$ cat src/rtl/bus_arbiter.sv
`default_nettype none
// ============================================================================
// Module      : bus_arbiter
// Description : Round-robin arbiter and transfer sequencer for a shared
//               4-lane source/destination bus. Grants one requester at a time,
//               holds the bus for HOLD_CYCLES cycles, then captures the bus
//               value into the selected destination register.
//               Define BUS_ARB_FIXED_PRI_EN for fixed priority (req[0] highest)
//               instead of round-robin.
// Revision    : 1.0 - initial release
// ============================================================================
module bus_arbiter #(
  parameter int WIDTH       = 4,
  parameter int HOLD_CYCLES = 4
) (
  input  logic                 clk,
  input  logic                 rst_n,
  input  logic [3:0]           req,
  input  logic [7:0]           dest,
  input  logic [4*WIDTH-1:0]   src_data,
  output logic [3:0]           grant,
  output logic [1:0]           mux_sel,
  output logic [1:0]           demux_sel,
  output logic                 bus_en,
  output logic [4*WIDTH-1:0]   dst_data,
  output logic                 done,
  output logic                 busy
);

  localparam int c_CNT_W = (HOLD_CYCLES > 1) ? $clog2(HOLD_CYCLES) : 1;
  localparam logic [c_CNT_W-1:0] c_CNT_LAST = c_CNT_W'(HOLD_CYCLES - 1);

  typedef enum logic [1:0] {
    S_IDLE    = 2'd0,
    S_GRANT   = 2'd1,
    S_RELEASE = 2'd2
  } state_t;

  state_t               r_state;
  logic [3:0]           r_grant;
  logic [1:0]           r_mux;
  logic [1:0]           r_demux;
  logic [1:0]           r_ptr;
  logic [c_CNT_W-1:0]   r_cnt;
  logic                 r_bus_en;
  logic                 r_done;
  logic                 r_busy;
  logic [4*WIDTH-1:0]   r_dst;

  state_t               w_state_nxt;
  logic [3:0]           w_grant_nxt;
  logic [1:0]           w_mux_nxt;
  logic [1:0]           w_demux_nxt;
  logic [1:0]           w_ptr_nxt;
  logic [c_CNT_W-1:0]   w_cnt_nxt;
  logic                 w_bus_en_nxt;
  logic                 w_done_nxt;
  logic                 w_busy_nxt;
  logic                 w_capture;
  logic [1:0]           w_win;

  // Winner search: the lowest search offset that has a request wins
  always_comb begin
    w_win = 2'd0;
`ifdef BUS_ARB_FIXED_PRI_EN
    for (int k = 3; k >= 0; k--) begin
      if (req[k]) w_win = 2'(k);
    end
`else
    for (int k = 3; k >= 0; k--) begin
      logic [1:0] w_idx;
      w_idx = r_ptr + 2'(k);
      if (req[w_idx]) w_win = w_idx;
    end
`endif
  end

  // Next-state and next-output decode; every output is registered
  always_comb begin
    w_state_nxt  = r_state;
    w_grant_nxt  = 4'b0000;
    w_mux_nxt    = r_mux;
    w_demux_nxt  = r_demux;
    w_ptr_nxt    = r_ptr;
    w_cnt_nxt    = r_cnt;
    w_bus_en_nxt = 1'b0;
    w_done_nxt   = 1'b0;
    w_busy_nxt   = 1'b0;
    w_capture    = 1'b0;
    case (r_state)
      S_IDLE: begin
        if (req != 4'b0000) begin
          // dest is sampled only here; later changes are ignored
          w_state_nxt  = S_GRANT;
          w_grant_nxt  = 4'b0001 << w_win;
          w_mux_nxt    = w_win;
          w_demux_nxt  = dest[2*w_win +: 2];
          w_cnt_nxt    = '0;
          w_bus_en_nxt = 1'b1;
          w_busy_nxt   = 1'b1;
        end
      end
      S_GRANT: begin
        if (!req[r_mux]) begin
          // Requester gave up: abandon the transfer, still advance fairness
          w_state_nxt = S_IDLE;
          w_ptr_nxt   = r_mux + 2'd1;
        end else if (r_cnt == c_CNT_LAST) begin
          w_capture   = 1'b1;
          w_ptr_nxt   = r_mux + 2'd1;
          w_state_nxt = S_RELEASE;
          w_done_nxt  = 1'b1;
          w_busy_nxt  = 1'b1;
        end else begin
          w_cnt_nxt    = r_cnt + 1'b1;
          w_grant_nxt  = r_grant;
          w_bus_en_nxt = 1'b1;
          w_busy_nxt   = 1'b1;
        end
      end
      S_RELEASE: begin
        // Dead cycle between transfers
        w_state_nxt = S_IDLE;
      end
      default: begin
        w_state_nxt = S_IDLE;
      end
    endcase
  end

  // State, output and destination registers
  always_ff @(posedge clk or negedge rst_n) begin
    if (!rst_n) begin
      r_state  <= S_IDLE;
      r_grant  <= 4'b0000;
      r_mux    <= 2'd0;
      r_demux  <= 2'd0;
      r_ptr    <= 2'd0;
      r_cnt    <= '0;
      r_bus_en <= 1'b0;
      r_done   <= 1'b0;
      r_busy   <= 1'b0;
      r_dst    <= '0;
    end else begin
      r_state  <= w_state_nxt;
      r_grant  <= w_grant_nxt;
      r_mux    <= w_mux_nxt;
      r_demux  <= w_demux_nxt;
      r_ptr    <= w_ptr_nxt;
      r_cnt    <= w_cnt_nxt;
      r_bus_en <= w_bus_en_nxt;
      r_done   <= w_done_nxt;
      r_busy   <= w_busy_nxt;
      if (w_capture) begin
        r_dst[WIDTH*r_demux +: WIDTH] <= src_data[WIDTH*r_mux +: WIDTH];
      end
    end
  end

  assign grant     = r_grant;
  assign mux_sel   = r_mux;
  assign demux_sel = r_demux;
  assign bus_en    = r_bus_en;
  assign done      = r_done;
  assign busy      = r_busy;
  assign dst_data  = r_dst;

endmodule
`default_nettype wire
$ cat config.mk
export PLATFORM = sky130hd
export DESIGN_NAME = bus_arbiter
export DESIGN_NICKNAME = d
export VERILOG_FILES = /design/src/rtl/bus_arbiter.sv
export SDC_FILE = /design/constraint.sdc
export NUM_CORES = 1
export LEC_CHECK = 0
export ABC_CLOCK_PERIOD_IN_PS = 3200
export CORE_MARGIN = 5
export CORE_UTILIZATION = 50
export CTS_CLUSTER_SIZE = 10
export DETAILED_ROUTE_END_ITERATION = 16
export DONT_BUFFER_PORTS = 1
export HOLD_SLACK_MARGIN = 0.02
export PLACE_DENSITY_LB_ADDON = 0.08
export SETUP_SLACK_MARGIN = 0.3
export SLEW_MARGIN = 40
export SYNTH_ARGS = -nofsm -noshare
export SYNTH_HDL_FRONTEND = slang
export SYNTH_SLANG_ARGS = --single-unit
export TNS_END_PERCENT = 10
$ cat constraint.sdc
create_clock -name clk -period 3.2 [get_ports clk]
set_input_delay 0.48 -clock clk [delete_from_list [all_inputs] [get_ports clk]]
set_output_delay 0.48 -clock clk [all_outputs]
set_load 0.01 [all_outputs]
After elaboration in Yosys (flattened, before gate mapping)
Index checks and enable logic that the tools add are counted.
{"block": "op_classes", "add_sub_neg": 6, "order_cmp": 5, "eq_ne": 7, "shifts": 5, "mux": 38, "n_reduce_logical": 7}
{"op": "negation 4 -> 34 bit", "count": 1}
{"op": "variable shift 4 x 34 -> 16 bit, first input constant", "count": 1}
{"op": "indexed part select 4 x 34 -> 16 bit", "count": 1}
{"op": "2-to-1 mux 2 bit", "count": 12}
{"op": "bitwise mux 16 bit", "count": 1}
{"op": "indexed part select 16 x 5 -> 4 bit", "count": 1}
{"op": "less-than comparator 2 x 3 -> 1 bit, second input constant", "count": 5}
{"op": "2-to-1 mux 1 bit", "count": 12}
{"op": "2-to-1 mux 4 bit", "count": 3}
{"op": "binary-select mux 1 bit (select 2 bit)", "count": 5}
{"op": "case mux 2 bit (2 select lines)", "count": 2}
{"op": "case mux 4 bit (2 select lines)", "count": 1}
{"op": "indexed part select 8 x 4 -> 2 bit", "count": 1}
{"op": "adder 2 x 1 -> 2 bit, second input constant", "count": 3}
{"op": "inequality test 2 bit, second input constant", "count": 3}
{"op": "AND reduction 2 bit", "count": 3}
{"op": "adder 2 bit, second input constant", "count": 2}
{"op": "case mux 1 bit (2 select lines)", "count": 2}
{"op": "AND reduction 4 bit", "count": 1}
{"op": "nonzero test 4 bit", "count": 1}
{"op": "left shift 1 x 2 -> 4 bit, first input constant", "count": 1}
{"op": "inequality test 3 bit, second input constant", "count": 1}
{"op": "equality test 2 x 1 -> 1 bit, second input constant", "count": 1}
{"op": "equality test 2 bit, second input constant", "count": 1}
{"op": "other kinds (3)", "count": 3}
{"block": "totals", "regBits": 33, "in_bits": 30, "output_inout_bits": 27, "elab_cells": 78}

Depth between registers and ports, before layout
{"block": "logic_depth", "depth_word": 10, "mapped_depth": 7, "mapped_depth_nobuf": 5}

Worst setup path before layout
No wires, ideal clock.
{"block": "synth_path", "kind": "flip-flop to flip-flop", "from": "register r_mux[1], in the netlist mux_sel[1]", "to": "register r_dst[2], in the netlist dst_data[2]", "setup_ns": 0.119, "t_arrival_ns": 1.609, "setup_slack_ns": 1.473, "stages_incl_launch_ff": 8, "n_path_buf": 2, "path_cell_list": "dfrtp_1 -> buf_6 -> mux4_2 -> nand3b_4 -> nor2_4 -> buf_6 -> nand4_1 -> a21bo_1"}
{"block": "synth_between", "elab_chain_len": 4, "elab_cells_between_ends": 7, "classes_between": "2 x shift; 5 x mux"}
{"item": "from (decl)", "line": "41", "source": "logic [1:0] r_mux;"}
{"item": "from (signal assigned)", "line": "147", "source": "r_mux <= w_mux_nxt;"}
{"item": "branches (longest 4 deep; another with indexed part select 4 x 34 -> 16 bit)"}
{"item": "to (signal, indexed assignment)", "line": "155", "source": "r_dst[WIDTH*r_demux +: WIDTH] <= src_data[WIDTH*r_mux +: WIDTH];"}
{"item": "to (decl)", "line": "48", "source": "logic [4*WIDTH-1:0] r_dst;"}
Several ways; the timed one is not identified. The select of a mux whose other input is x is not followed.
A chain may end at the register's enable or synchronous reset.

Worst setup path after layout
{"block": "layout_path", "from": "register r_mux[1], in the netlist mux_sel[1]", "to": "register r_dst[14], in the netlist dst_data[14]"}
The elaborated chain is that of the path after synthesis.

==> summary.txt <==
Clock tree
  – H-tree levels: 2
  – Clock Root Buffer: clkbuf_4
  – Clock-pin slew on the worst setup and hold paths: 0.10 ns
  – CTS tree: yes
  – Total CTS buffers: 5
  – Resize count post-CTS: 0
  – Post-CTS Repair Setup Buffers: 0
  – Sink Count: 33
  – Max Buffers Root-to-Sink: 2
  – Clk_lat worst skew: 0.33 ns

Final layout
  – Multi-input gate area: 856 um2
  – Fin nets: 193
  – Fillers: 335
  – Share of layout cells above drive strength 1: 0.0823
  – P&R area growth vs syn: 5.71%
  – Core Util, Final: 0.551
  – Final Cell Area: 1850 um2
  – Antenna diodes: 0
  – Seq. cell area: 826 um2

Outcome
  – Outcome: finished, final reports clean

Hold path
  – Hold depth: 2
  – HP Class: input port to flip-flop
  – HP Start: dest[5]
  – Hold EP: demux_sel[1]

Worst setup path
  – CP max stage delay: 0.53 ns
  – Worst EP required: 3.43 ns
  – Reg-to-reg slack, setup: 1.21 ns
  – FF-to-FF path depth: 5
  – Worst Setup Start Kind: flip-flop
  – Max stage delay cell, worst path: dfrtp_1
  – CP Max Fanout: 21
  – Crit Reg-Reg Endpoint: dst_data[14]
  – Crit. End Element: flip-flop
  – Reg-to-reg startpoint: mux_sel[1]
  – Worst path cell trace: mux4_2 > nand3b_4 > nor2_4 > nand2_1 > a21bo_1
  – Crit path kind: flip-flop to flip-flop
  – Worst EP arrival: 2.21 ns

Logic synthesis
  – Synth Area in Adders: 0.0428
  – Largest family of logic cells by synthesized area: compound AO/OA/AOI/OAI gates
  – Synthesis Warnings: 0
  – Synth Area in XOR/XNOR: 0.00499
  – Synth Flop Type: dfrtp_1
  – EDFF count, synth: 0
  – Share of the synthesized area in the top cell type: 0.471
  – Post-synth top cells: 33 x dfrtp_1, 16 x a21bo_1, 16 x nand4_1
  – Asr flop ratio synth: 1.00
  – Largest area contributor in the netlist: dfrtp_1
  – Netlist cell types: 32
  – Syn Inst Count: 153
  – Mux contribution to synthesized area: 0.0842
  – Area contributors post-synth: dfrtp_1 47%, a21bo_1 9.1%, mux4_1 6.0%, nand4_1 5.7%, ha_1 4.3%
  – Post-synthesis register bit count: 33
  – Seq/Total Area, Yosys: 0.471
  – Syn Std Cell Area: 1750 um2
  – Syn Nets: 189
  – Compound-Gate Fraction of Synth Area: 0.180
  – Mean Syn Cell Area: 11.5 um2
  – Simple-gate area share of the yosys netlist: 0.176
  – Dominant cell by count in the synthesized netlist: dfrtp_1

Timing
  – Crit share post-route: 0.621
  – Fin. max-slew vios: 0
  – Unrepaired setup endpoints after global routing: false
  – Worst-Margin Slew: 0.679 ns
  – Setup_tns: 0 ns
  – Fmax: 503 MHz
  – Setup violators final: 0
  – Setup Skew: 0.00564 ns
  – Relative slew slack: 0.544
  – Fin. Hold Viols: 0
  – Fin crit period: 1.99 ns

Drt
  – Antenna viol nets, final: 0
  – Vias: 1206
  – DRC errors left: 0
  – DR pass1 iterations: 4
  – Initial DRC count: 59
  – Routed WL: 3610 um
  – DR WL/cell: 17.7 um
  – Routed vias/inst: 5.91

Power
  – Pleak: 0.956 nW
  – PwrDens: 817 nW/um2
  – Peak VDD IR: 0.357 mV

Placement
  – Number of port buffers: 0
  – DP Area: 1770 um2
  – DP HPWL: 2810 um
  – Routability congestion estimate from global placement: 0.811

Die
  – Die ar.: 4790 um2
  – Core area: 3360 um2
  – Starting Density: 0.522
  – I/O pin total: 57
  – Die X: 69.2 um
  – Rows: 21
  – Die Y: 69.2 um

Global route
  – Vias in the first global route: 1277
  – Global-route wire length before repair: 6270 um
  – GRT Overall Usage: 0.163
  – Grt ovf: 0
  – Initial antenna violation count: 0
  – Largest net degree at the start of global routing: 34

Flow run
  – Max-Cap Viols: 0
[state kept, by name, indices dropped and copies added, names as in the netlist]
signal,count
r_cnt,2
done,1
r_ptr,2
grant,4
busy,1
mux_sel,2
r_state,2
bus_en,1
dst_data,16
demux_sel,2
[report_power, final]
| part | switching, mW | internal [mW] |
|---|---|---|
| sequential | 0.183 | 0.540 |
| combinational | 0.331 | 0.241 |
| clock | 0.138 | 0.0826 |
[cells in the final DEF (no fill, tap or decap), types with 4 or more instances in the layout]
master	instances
nand4_1	16
a211oi_1	4
dfrtp_1	33
nor2_1	6
mux4_1	4
nand2_1	15
o21ai_0	10
inv_1	8
nor3b_1	5
clkbuf_4	5
a21bo_1	16
ha_1	6
[cell type report]
| cell class | instances | area share |
|---|---|---|
| clock buffer | 5 | 0.0202 |
| clock inverter | 3 | 0.00945 |
| inverter | 8 | 0.0162 |
| multi-input combinational | 107 | 0.462 |
| sequential | 33 | 0.445 |
| tap | 46 | 0.0310 |
| timing repair buffer | 2 | 0.0162 |
[critical path: cells and delay by family (launching register included)]
family,cells,cell delay [ns]
mux,1,0.45
simple gates,3,0.67
compound gates,1,0.23
flops,1,0.53
[through the flow]
step           hold slack [ns]  setup WS (ns)  cells  power (mW)
2_1_floorplan            0.184           1.47    153        1.17
3_3_place_gp             0.185           1.31    194        1.27
3_5_place_dp             0.185           1.23    194        1.29
4_1_cts                  0.393           1.21    204        1.53
5_1_grt                  0.386           1.05    204        1.65
6_report                 0.398           1.21    204        1.51
[metal layers]
layer  part of all wire  global-route usage  vias to the layer above  routed length (um)
met4              0.019              0.0716                        0                  70
met3              0.092              0.0812                       11                 332
met5                  0                   0                        -                   0
met1               0.39               0.177                      576                1410
met2               0.50               0.269                       39                1800
li1                   -                   -                      580                   -
[logic make-up (layout without fill, tap and decap cells)]
| family | Yosys count | count (layout) |
|---|---|---|
| compound gates | 39 | 39 |
| xor+xnor | 1 | 1 |
| fa+ha+maj | 6 | 6 |
| buf+inv | 13 | 18 |
| flops | 33 | 33 |
| mux | 7 | 7 |
| simple gates | 54 | 54 |
[timing repair]
item,CTS,global route
hold buffers,2,0
hold endpoints to repair,33,0
setup endpoints to repair,0,0
[how the worst max path moves through the flow]
stage,startpoint,end,slack [ns],cells after the start
2_1_floorplan,mux_sel[1],dst_data[2],1.47,7
3_3_place_gp,mux_sel[1],dst_data[12],1.31,5
3_5_place_dp,mux_sel[1],dst_data[14],1.23,5
4_1_cts,mux_sel[1],dst_data[14],1.21,5
5_1_grt,mux_sel[0],dst_data[0],1.05,5
6_report,mux_sel[1],dst_data[14],1.21,5
(Power assumes the default switching activity.)
